File: src/rtl/cpaf_pkg.sv
// Shared constants and field helpers for the CPA-free PE mesh output path.
package cpaf_pkg;
  localparam int unsigned SUM_W   = 35;
  localparam int unsigned CAR_W   = 36;
  localparam int unsigned C_W     = SUM_W + CAR_W;
  localparam int unsigned SHIFT_W = 5;
  localparam int unsigned OUT_W   = 32;
  localparam int unsigned CNT_W   = 16;

  localparam int unsigned V_W  = 37;        // exact width of sum+carry
  localparam int unsigned LO_W = 18;
  localparam int unsigned HI_W = V_W - LO_W;
  localparam int unsigned RW   = V_W + 1;   // headroom for the rounding increment

  localparam logic [OUT_W-1:0] SAT_MAX = {1'b0, {(OUT_W-1){1'b1}}};
  localparam logic [OUT_W-1:0] SAT_MIN = {1'b1, {(OUT_W-1){1'b0}}};

  function automatic logic [SUM_W-1:0] c_sum(input logic [C_W-1:0] c);
    return c[C_W-1:CAR_W];
  endfunction

  function automatic logic [CAR_W-1:0] c_car(input logic [C_W-1:0] c);
    return c[CAR_W-1:0];
  endfunction
endpackage

File: src/rtl/cpaf_round_sat.sv
// Combinational round-half-up arithmetic right shift followed by signed saturation.
module cpaf_round_sat
  import cpaf_pkg::*;
(
  input  logic [V_W-1:0]     v,
  input  logic [SHIFT_W-1:0] shift,
  output logic [OUT_W-1:0]   data,
  output logic               sat
);
  logic signed [RW-1:0] ext;
  logic signed [RW-1:0] rnd;
  logic signed [RW-1:0] r;
  logic [RW-OUT_W:0]    top;

  always_comb begin
    ext = {v[V_W-1], v};
    rnd = '0;
    if (shift != '0)
      rnd = RW'(1) << (shift - 1'b1);
    r    = (ext + rnd) >>> shift;
    top  = r[RW-1:OUT_W-1];
    data = r[OUT_W-1:0];
    sat  = 1'b0;
    // Fits in OUT_W only if every bit above the result sign bit matches it.
    if (!(top == '0 || top == '1)) begin
      sat  = 1'b1;
      data = r[RW-1] ? SAT_MIN : SAT_MAX;
    end
  end
endmodule

File: src/rtl/cpaf_result_resolver.sv
// Resolves a carry-save {sum,carry} word to binary via a split pipelined add, then rounds/saturates.
module cpaf_result_resolver
  import cpaf_pkg::*;
(
  input  logic               CLK,
  input  logic               RST,
  input  logic [C_W-1:0]     io_in_c,
  input  logic [SHIFT_W-1:0] io_in_shift,
  input  logic               io_in_propagate,
  input  logic               io_in_valid,
  output logic               io_in_ready,
  output logic [OUT_W-1:0]   io_out_data,
  output logic               io_out_propagate,
  output logic               io_out_sat,
  output logic               io_out_valid,
  input  logic               io_out_ready,
  output logic [CNT_W-1:0]   io_out_count
);
  logic en;
  assign en          = ~(io_out_valid & ~io_out_ready);
  assign io_in_ready = en;

  logic [V_W-1:0]  a_ext, b_ext;
  logic [LO_W:0]   lo_add;
  logic [SUM_W-1:0] in_sum;
  logic [CAR_W-1:0] in_car;

  always_comb begin
    in_sum = c_sum(io_in_c);
    in_car = c_car(io_in_c);
    a_ext  = {{(V_W-SUM_W){in_sum[SUM_W-1]}}, in_sum};
    b_ext  = {{(V_W-CAR_W){in_car[CAR_W-1]}}, in_car};
    lo_add = {1'b0, a_ext[LO_W-1:0]} + {1'b0, b_ext[LO_W-1:0]};
  end

  logic               s1_valid, s1_cy, s1_prop;
  logic [LO_W-1:0]    s1_lo;
  logic [HI_W-1:0]    s1_a_hi, s1_b_hi;
  logic [SHIFT_W-1:0] s1_shift;

  logic               s2_valid, s2_prop;
  logic [V_W-1:0]     s2_v;
  logic [SHIFT_W-1:0] s2_shift;

  logic [HI_W-1:0]    hi_add;
  assign hi_add = s1_a_hi + s1_b_hi + {{(HI_W-1){1'b0}}, s1_cy};

  logic [OUT_W-1:0] rs_data;
  logic             rs_sat;

  cpaf_round_sat u_round_sat (
    .v     (s2_v),
    .shift (s2_shift),
    .data  (rs_data),
    .sat   (rs_sat)
  );

  // Single enable moves every stage together, so bubbles hold their slot during a stall.
  always_ff @(posedge CLK or negedge RST) begin
    if (!RST) begin
      s1_valid         <= 1'b0;
      s1_cy            <= 1'b0;
      s1_prop          <= 1'b0;
      s1_lo            <= '0;
      s1_a_hi          <= '0;
      s1_b_hi          <= '0;
      s1_shift         <= '0;
      s2_valid         <= 1'b0;
      s2_prop          <= 1'b0;
      s2_v             <= '0;
      s2_shift         <= '0;
      io_out_valid     <= 1'b0;
      io_out_data      <= '0;
      io_out_propagate <= 1'b0;
      io_out_sat       <= 1'b0;
    end else if (en) begin
      s1_valid <= io_in_valid;
      if (io_in_valid) begin
        s1_lo    <= lo_add[LO_W-1:0];
        s1_cy    <= lo_add[LO_W];
        s1_a_hi  <= a_ext[V_W-1:LO_W];
        s1_b_hi  <= b_ext[V_W-1:LO_W];
        s1_shift <= io_in_shift;
        s1_prop  <= io_in_propagate;
      end
      s2_valid <= s1_valid;
      if (s1_valid) begin
        s2_v     <= {hi_add, s1_lo};
        s2_shift <= s1_shift;
        s2_prop  <= s1_prop;
      end
      io_out_valid <= s2_valid;
      if (s2_valid) begin
        io_out_data      <= rs_data;
        io_out_sat       <= rs_sat;
        io_out_propagate <= s2_prop;
      end
    end
  end

  always_ff @(posedge CLK or negedge RST) begin
    if (!RST)
      io_out_count <= '0;
    else if (io_out_valid && io_out_ready)
      io_out_count <= io_out_count + 1'b1;
  end
endmodule

File: config.mk
export PLATFORM = sky130hd
export DESIGN_NAME = cpaf_result_resolver
export DESIGN_NICKNAME = d
export VERILOG_FILES = /design/src/rtl/cpaf_pkg.sv /design/src/rtl/cpaf_round_sat.sv /design/src/rtl/cpaf_result_resolver.sv
export SDC_FILE = /design/constraint.sdc
export NUM_CORES = 1
export LEC_CHECK = 0
export CORE_MARGIN = 1
export CORE_UTILIZATION = 40
export CTS_CLUSTER_DIAMETER = 100
export DETAILED_ROUTE_END_ITERATION = 6
export GPL_TIMING_DRIVEN = 0
export HOLD_SLACK_MARGIN = 0.05
export SYNTH_ARGS = -nofsm -noshare
export SYNTH_HDL_FRONTEND = slang
export SYNTH_SLANG_ARGS = --single-unit
File: constraint.sdc
create_clock -name CLK -period 5.8 [get_ports CLK]
set_input_delay 1.74 -clock CLK [delete_from_list [all_inputs] [get_ports CLK]]
set_output_delay 1.74 -clock CLK [all_outputs]
set_load 0.02 [all_outputs]
After elaboration in Yosys (flattened, before gate mapping)
Index checks and enable logic that the tools add are counted.
{"block": "classes", "addsub": 6, "eq_ne": 1, "shift": 2, "n_mux": 4, "n_bitwise": 3, "n_reduce_logical": 7}
{"operator": "32-bit 2-to-1 mux", "n": 2}
{"operator": "37-bit by 38-bit adder with 38-bit output", "n": 1}
{"operator": "38-bit 2-to-1 mux", "n": 1}
{"operator": "1-bit by 5-bit left shift with 38-bit output (first input constant)", "n": 1}
{"operator": "38-bit by 5-bit >>> shifter with 38-bit output", "n": 1}
{"operator": "17-bit by 18-bit adder with 19-bit output", "n": 1}
{"operator": "18-bit by 18-bit adder with 19-bit output", "n": 1}
{"operator": "19-bit by 1-bit adder with 19-bit output", "n": 1}
{"operator": "16-bit by 1-bit adder with 16-bit output (second input constant)", "n": 1}
{"operator": "7-bit equality test (second input constant)", "n": 1}
{"operator": "7-bit zero test", "n": 1}
{"operator": "2-bit AND reduction", "n": 3}
{"operator": "5-bit nonzero test", "n": 1}
{"operator": "5-bit by 1-bit subtractor with 5-bit output (second input constant)", "n": 1}
{"operator": "1-bit NOT", "n": 2}
{"operator": "1-bit AND", "n": 1}
{"operator": "1-bit logical AND", "n": 1}
{"operator": "1-bit logical OR", "n": 1}
{"operator": "1-bit 2-to-1 mux", "n": 1}
{"block": "word_totals", "register_bits": 156, "inputBits": 81, "word_cells": 39}

Longest topological paths before layout
Gate-level depths: netlist (run 1).
{"block": "depth", "word_depth": 8, "ltp_mapped": 23}

Cells and area by module
A second synthesis (run 1) with hierarchy kept.
{"block": "hier_totals", "hier_cells": 1581, "hier_area_um2": 12887.4}
{"mod": "cpaf_result_resolver", "instances": 1, "cells_per_inst": 783, "area_per_inst_um2": 7613.6, "seq_area_each_um2": 3903.7}
{"mod": "cpaf_round_sat", "instances": 1, "cells_per_inst": 798, "area_per_inst_um2": 5273.8, "seq_area_each_um2": 0.0}

Worst setup path before layout (run 1)
Ideal clock, no wire load.
{"block": "synth_timing", "kind": "reg2reg", "from": "register s2_shift[0]", "to": "register io_out_data[20]", "setup_time_ns": 0.124, "t_arrival_ns": 5.172, "required_ns": 5.676, "slack_ns": 0.504, "stages_incl_launch_ff": 21, "path_buffers": 4, "synth_period_minus_slack_ns": 5.296, "cell_sequence": "dfrtp_1 -> inv_1 -> buf_1 -> buf_1 -> clkbuf_1 -> nor4_1 -> ha_1 -> fa_1 -> a211oi_1 -> o211ai_1 -> and4_1 -> or4_4 -> and2_4 -> o221ai_2 -> o31ai_1 -> a221o_1 -> nor4_2 -> o22ai_1 -> buf_6 -> and2_0 -> o31a_1"}
{"block": "synth_via", "elab_chain_len": 8, "elab_cells_between_ends": 11, "cone_classes": "2 x add/sub; 1 x eq/ne; 2 x shift; 3 x mux; 3 x reduce/logical"}
{"element": "from (decl)", "line": "cpaf_result_resolver.sv:43", "rtl": "logic [SHIFT_W-1:0] s2_shift;"}
{"element": "from (signal assigned)", "line": "cpaf_result_resolver.sv:89", "rtl": "s2_shift <= s1_shift;"}
{"element": "5-bit by 1-bit subtractor with 5-bit output", "line": "cpaf_round_sat.sv:19", "rtl": "rnd = RW'(1) << (shift - 1'b1);"}
{"element": "1-bit by 5-bit left shift with 38-bit output", "line": "cpaf_round_sat.sv:19"}
{"element": "38-bit 2-to-1 mux", "line": "cpaf_round_sat.sv:18", "rtl": "if (shift != '0)"}
{"element": "37-bit by 38-bit adder with 38-bit output", "line": "cpaf_round_sat.sv:20", "rtl": "r = (ext + rnd) >>> shift;"}
{"element": "38-bit by 5-bit >>> shifter with 38-bit output *", "line": "cpaf_round_sat.sv:20"}
{"element": "7-bit equality test or 7-bit zero test (tied branches)", "line": "cpaf_round_sat.sv:25", "rtl": "if (!(top == '0 || top == '1)) begin"}
{"element": "1-bit logical OR", "line": "cpaf_round_sat.sv:25"}
{"element": "32-bit 2-to-1 mux *", "line": "cpaf_round_sat.sv:25"}
{"element": "to (signal assigned)", "line": "cpaf_result_resolver.sv:94", "rtl": "io_out_data <= rs_data;"}
{"element": "to (decl)", "line": "cpaf_result_resolver.sv:12", "rtl": "output logic [OUT_W-1:0] io_out_data,"}
Mark *: on every way between the ends. The rest lies on a longest branch, timed or not.
A chain may end at the register's enable or synchronous reset.

Final worst setup path (run 1)
{"block": "layout_timing", "from": "register s2_shift[0]", "to": "register io_out_data[9]"}
Same word-level chain as after synthesis.

==> results.sh, run 1 <==
export IMPL_pin_count=133
export IMPL_clkLatencyLatePin_ps=460
export IMPL_power_per_cell_area_mw_per_mm2=604
export IMPL_timing_clock_skew_ps=11.1
export IMPL_critical_path_top_delay_family="compound AO/OA/AOI/OAI gates"
export IMPL_worst_path_max_delay_cell="sky130_fd_sc_hd__or4_4"
export IMPL_slew_of_the_pin_with_the_lowest_slew_margin_ps=1110
export IMPL_cts_sinks=156
export IMPL_num_nets_final=1803
export IMPL_yosysSeqAreaShare_pct=30.2
export IMPL_path_class="flip-flop to flip-flop"
export IMPL_floorplan_rows=65
export IMPL_timing_critical_path_required_ps=6120
export IMPL_signal_arrival_time_at_the_worst_endpoint_ps=6000
export IMPL_leakage_nw=6.54
export IMPL_synth_edf_count=0
export IMPL_drc=0
export IMPL_syn2layout_area_growth_pct=22.4
export IMPL_synth_distinct_cells=94
export IMPL_synth_async_reset_ratio_pct=100
export IMPL_post_synthesis_cell_area_sq_mm=0.0129
export IMPL_layout_cell_area_non_filler_sq_mm=0.0158
export IMPL_post_synthesis_net_count=1647
export IMPL_hpwl_after_detailed_placement_microns=34800
export IMPL_setup_violations_final=0
export IMPL_grt_start_max_net_pins=97
export IMPL_wl_per_cell_microns=21.5
export IMPL_die_y_microns=182
export IMPL_initial_utilization_pct=40.8
export IMPL_detailedRoute_firstPassIterationCount=5
export IMPL_clk_transition_reported_paths_ps=70
export IMPL_holdCritPathClass="flip-flop to flip-flop"
export IMPL_globalplace_congestion=0.967
export IMPL_max_slew_margin_pct=26.2
export IMPL_fp_dieArea_sq_mm=0.0330
export IMPL_critical_path_endpoint_type="flip-flop"
export IMPL_route_vias_total=12300
export IMPL_antenna_found_initial=0
export IMPL_list_of_cells_traversed_by_the_critical_path="clkbuf_4, clkbuf_2, buf_2, nor4_4, ha_1, a21o_1, a41oi_2, a21oi_2, o21a_1, or4_4, buf_6, a2111oi_2, or3_1, o221ai_1, mux2_2, mux4_2, a21oi_1, a211oi_1"
export IMPL_cp_max_fo=10
export IMPL_postLayoutCoreUtil_pct=50.0
export IMPL_hold_viol_final=0
export IMPL_crit_path_start_kind="flip-flop"
export IMPL_grt_pass1_wl_microns=69700
export IMPL_antenna_cells_inserted=0
export IMPL_fmax_mhz=176
export IMPL_worst_hold_startpoint="s2_prop$_DFFE_PN0P_"
export IMPL_whs_ps=466
export IMPL_cts_tree="done"
export IMPL_outcome="finished, final reports clean"
export IMPL_cts_htree_levels=4
export IMPL_postSynthAreaPerCell_sq_um=8.65
export IMPL_buffers_inverters_on_critical_path=4
export IMPL_final_period_minus_worst_setup_slack_ps=5680
export IMPL_setup_crit_start="s2_shift[0]$_DFFE_PN0P_"
export IMPL_synth_seq_cells=156
export IMPL_max_vdd_ir_drop_v=0.000340
export IMPL_final_wirelength_microns=44400
export IMPL_biggest_cell_delay_along_the_critical_path_ps=540
export IMPL_die_width_microns=182
export IMPL_final_layout_size_suffix_gt1_share_pct=16.2
export IMPL_hold_buffers=0
export IMPL_port_buffers=132
export IMPL_dr_first_iter_drc_count=906
export IMPL_final_period_utilization_pct=97.9
export IMPL_worst_slack_ps=119
export IMPL_synthesis_instances=1494
export IMPL_regToRegStartpoint="s2_shift[0]$_DFFE_PN0P_"
export IMPL_cts_max_path_buffers=2
export IMPL_number_of_nets_still_failing_antenna_checks_after_routing=0
export IMPL_place_ws_ps=-1420
export IMPL_power_total_mw=9.55
export IMPL_gr_total_overflow=0
export IMPL_ys_warnings_count=0
export IMPL_fp_coreArea_sq_mm=0.0316
export IMPL_vias_per_cell=5.97
export IMPL_most_used_flip_flop_cell_after_synthesis="sky130_fd_sc_hd__dfrtp_1"
export IMPL_placedInstanceArea_sq_mm=0.0148
export IMPL_cts_root_buffer="sky130_fd_sc_hd__clkbuf_16"
export IMPL_slew_violations=0
export IMPL_maxcap_violations=0
export IMPL_first_global_vias=11800
export IMPL_track_usage_pct=27.6
export IMPL_tritoncts_num_buffers=17
==> cells by family (layout without fill, tap and decap cells) <==
logic type	Yosys count	count (layout)	synth area share [%]
AND/OR/NAND/NOR	512	512	18.6
AO/OA/AOI/OAI	430	430	23.3
flip-flops	156	156	30.2
buffers and inverters	140	309	4.46
multiplexers	121	121	11.9
adder cells (fa/ha/maj)	72	72	7.21
XOR/XNOR	62	62	4.20
other	1	1	0.0290
==> path summary, 6_finish.rpt <==
kind	slack [ps]	cells past startpoint	end
worst max-delay path	120	18	io_out_data[9]$_DFFE_PN0P_
worst min-delay path	470	2	io_out_propagate$_DFFE_PN0P_
worst max register to register	120	18	io_out_data[9]$_DFFE_PN0P_
worst min register to register	470	2	io_out_propagate$_DFFE_PN0P_
max in group asynchronous	3750	2	io_out_count[14]$_DFFE_PN0P_
min in group asynchronous	1180	1	s2_v[33]$_DFFE_PN0P_
==> Yosys cell counts (all sizes together), types with 20 or more instances <==
cell type  instances  area share (%)
o31ai             29             1.7
o211ai            20             1.2
dfrtp            156              30
clkbuf            59             1.7
buf               34             1.4
nor3              42             1.6
mux2i             23             1.9
a21o              24             1.4
and3              20            0.97
nand3             32             1.2
a21oi             77             3.1
and2              22             1.1
mux2              81             7.1
o21ai             99             3.8
inv               46             1.3
nand2            154             4.5
ha                68             6.6
nor2             151             4.4
xnor2             42             2.8
xor2              20             1.4
a211oi            23             1.4
==> stage by stage <==
step | TNS, ps | cells
6_report | 0 | 2065
5_1_grt | -102 | 2065
4_1_cts | 0 | 2061
3_5_place_dp | -40210 | 2029
3_3_place_gp | -590690 | 2028
2_1_floorplan | 0 | 1494
==> layout by cell type (no fill, tap or decap), types with 13 or more instances in the layout <==
cell type and count:
sky130_fd_sc_hd__dfrtp_1 153, sky130_fd_sc_hd__nand2_1 149, sky130_fd_sc_hd__nor2_1 148, sky130_fd_sc_hd__clkdlybuf4s50_1 131, sky130_fd_sc_hd__o21ai_0 87, sky130_fd_sc_hd__mux2_2 81, sky130_fd_sc_hd__a21oi_1 69, sky130_fd_sc_hd__ha_1 67
sky130_fd_sc_hd__inv_1 44, sky130_fd_sc_hd__xnor2_1 42, sky130_fd_sc_hd__nor3_1 39, sky130_fd_sc_hd__clkbuf_1 31, sky130_fd_sc_hd__nand3_1 30, sky130_fd_sc_hd__o31ai_1 26, sky130_fd_sc_hd__a21o_1 24, sky130_fd_sc_hd__mux2i_1 22
sky130_fd_sc_hd__a211oi_1 21, sky130_fd_sc_hd__and2_1 20, sky130_fd_sc_hd__xor2_1 20, sky130_fd_sc_hd__and3_1 20, sky130_fd_sc_hd__o211ai_1 19, sky130_fd_sc_hd__nand4_1 18, sky130_fd_sc_hd__a311oi_1 18, sky130_fd_sc_hd__or3_1 17
sky130_fd_sc_hd__mux4_2 17, sky130_fd_sc_hd__clkbuf_16 17, sky130_fd_sc_hd__buf_4 16, sky130_fd_sc_hd__nor4_1 13
==> power by group <==
part | total (mW) | leakage, nW | switching, mW | internal [mW]
Clock | 1.18 | 0.285 | 0.530 | 0.650
Combinational | 6.58 | 4.40 | 3.99 | 2.58
Sequential | 1.80 | 1.86 | 0.296 | 1.50
Total | 9.55 | 6.54 | 4.82 | 4.73
==> cell type report <==
type,instances,area (sq um)
Fill cell,3063,15800
Tap cell,402,503
Clock buffer,17,425
Buffer,87,477
Timing Repair Buffer,143,1430
Multi-Input combinational cell,1198,8710
Sequential cell,156,3910
Inverter,47,178
Clock inverter,15,179
==> state kept, by name, summed over array words and instances, names as in the netlist, 5 cells and up <==
name          cells
s1_a_hi          17
io_out_data      32
s1_shift          5
s2_v             37
io_out_count     16
s2_shift          5
s1_lo            18
s1_b_hi          18
==> metal layers <==
layer / part of all wire (%) / wire (microns) / global-route usage [%]
met1: 48 / 21300 / 40.0
met2: 43 / 19300 / 41.1
met3: 5.8 / 2600 / 4.43
met4: 2.9 / 1270 / 10.1
met5: 0 / 0 / 0
==> repair_timing <==
item / 4_1_cts / 5_1_grt
cloned: 0 / 0
gates resized for setup: 69 / 65
setup endpoints to repair: 32 / 32
buffers inserted: 2 / 8
pin swaps: 4 / 12
==> worst reg2reg max path, stage by stage (launching register included) <==
cell and delay [ps]:
sky130_fd_sc_hd__dfrtp_1 460, sky130_fd_sc_hd__clkbuf_4 250, sky130_fd_sc_hd__clkbuf_2 250, sky130_fd_sc_hd__buf_2 280, sky130_fd_sc_hd__nor4_4 360, sky130_fd_sc_hd__ha_1 280, sky130_fd_sc_hd__a21o_1 170, sky130_fd_sc_hd__a41oi_2 240
sky130_fd_sc_hd__a21oi_2 120, sky130_fd_sc_hd__o21a_1 280, sky130_fd_sc_hd__or4_4 540, sky130_fd_sc_hd__buf_6 160, sky130_fd_sc_hd__a2111oi_2 400, sky130_fd_sc_hd__or3_1 310, sky130_fd_sc_hd__o221ai_1 260, sky130_fd_sc_hd__mux2_2 350
sky130_fd_sc_hd__mux4_2 460, sky130_fd_sc_hd__a21oi_1 240, sky130_fd_sc_hd__a211oi_1 120
(Power assumes the default switching activity.)
==> inputs of run 2 (changes only) <==
Settings changed: SKIP_LAST_GASP from default to 1.
==> results of run 2 <==
Same layout as run 1: the final DEF is identical, and so are final timing and power.
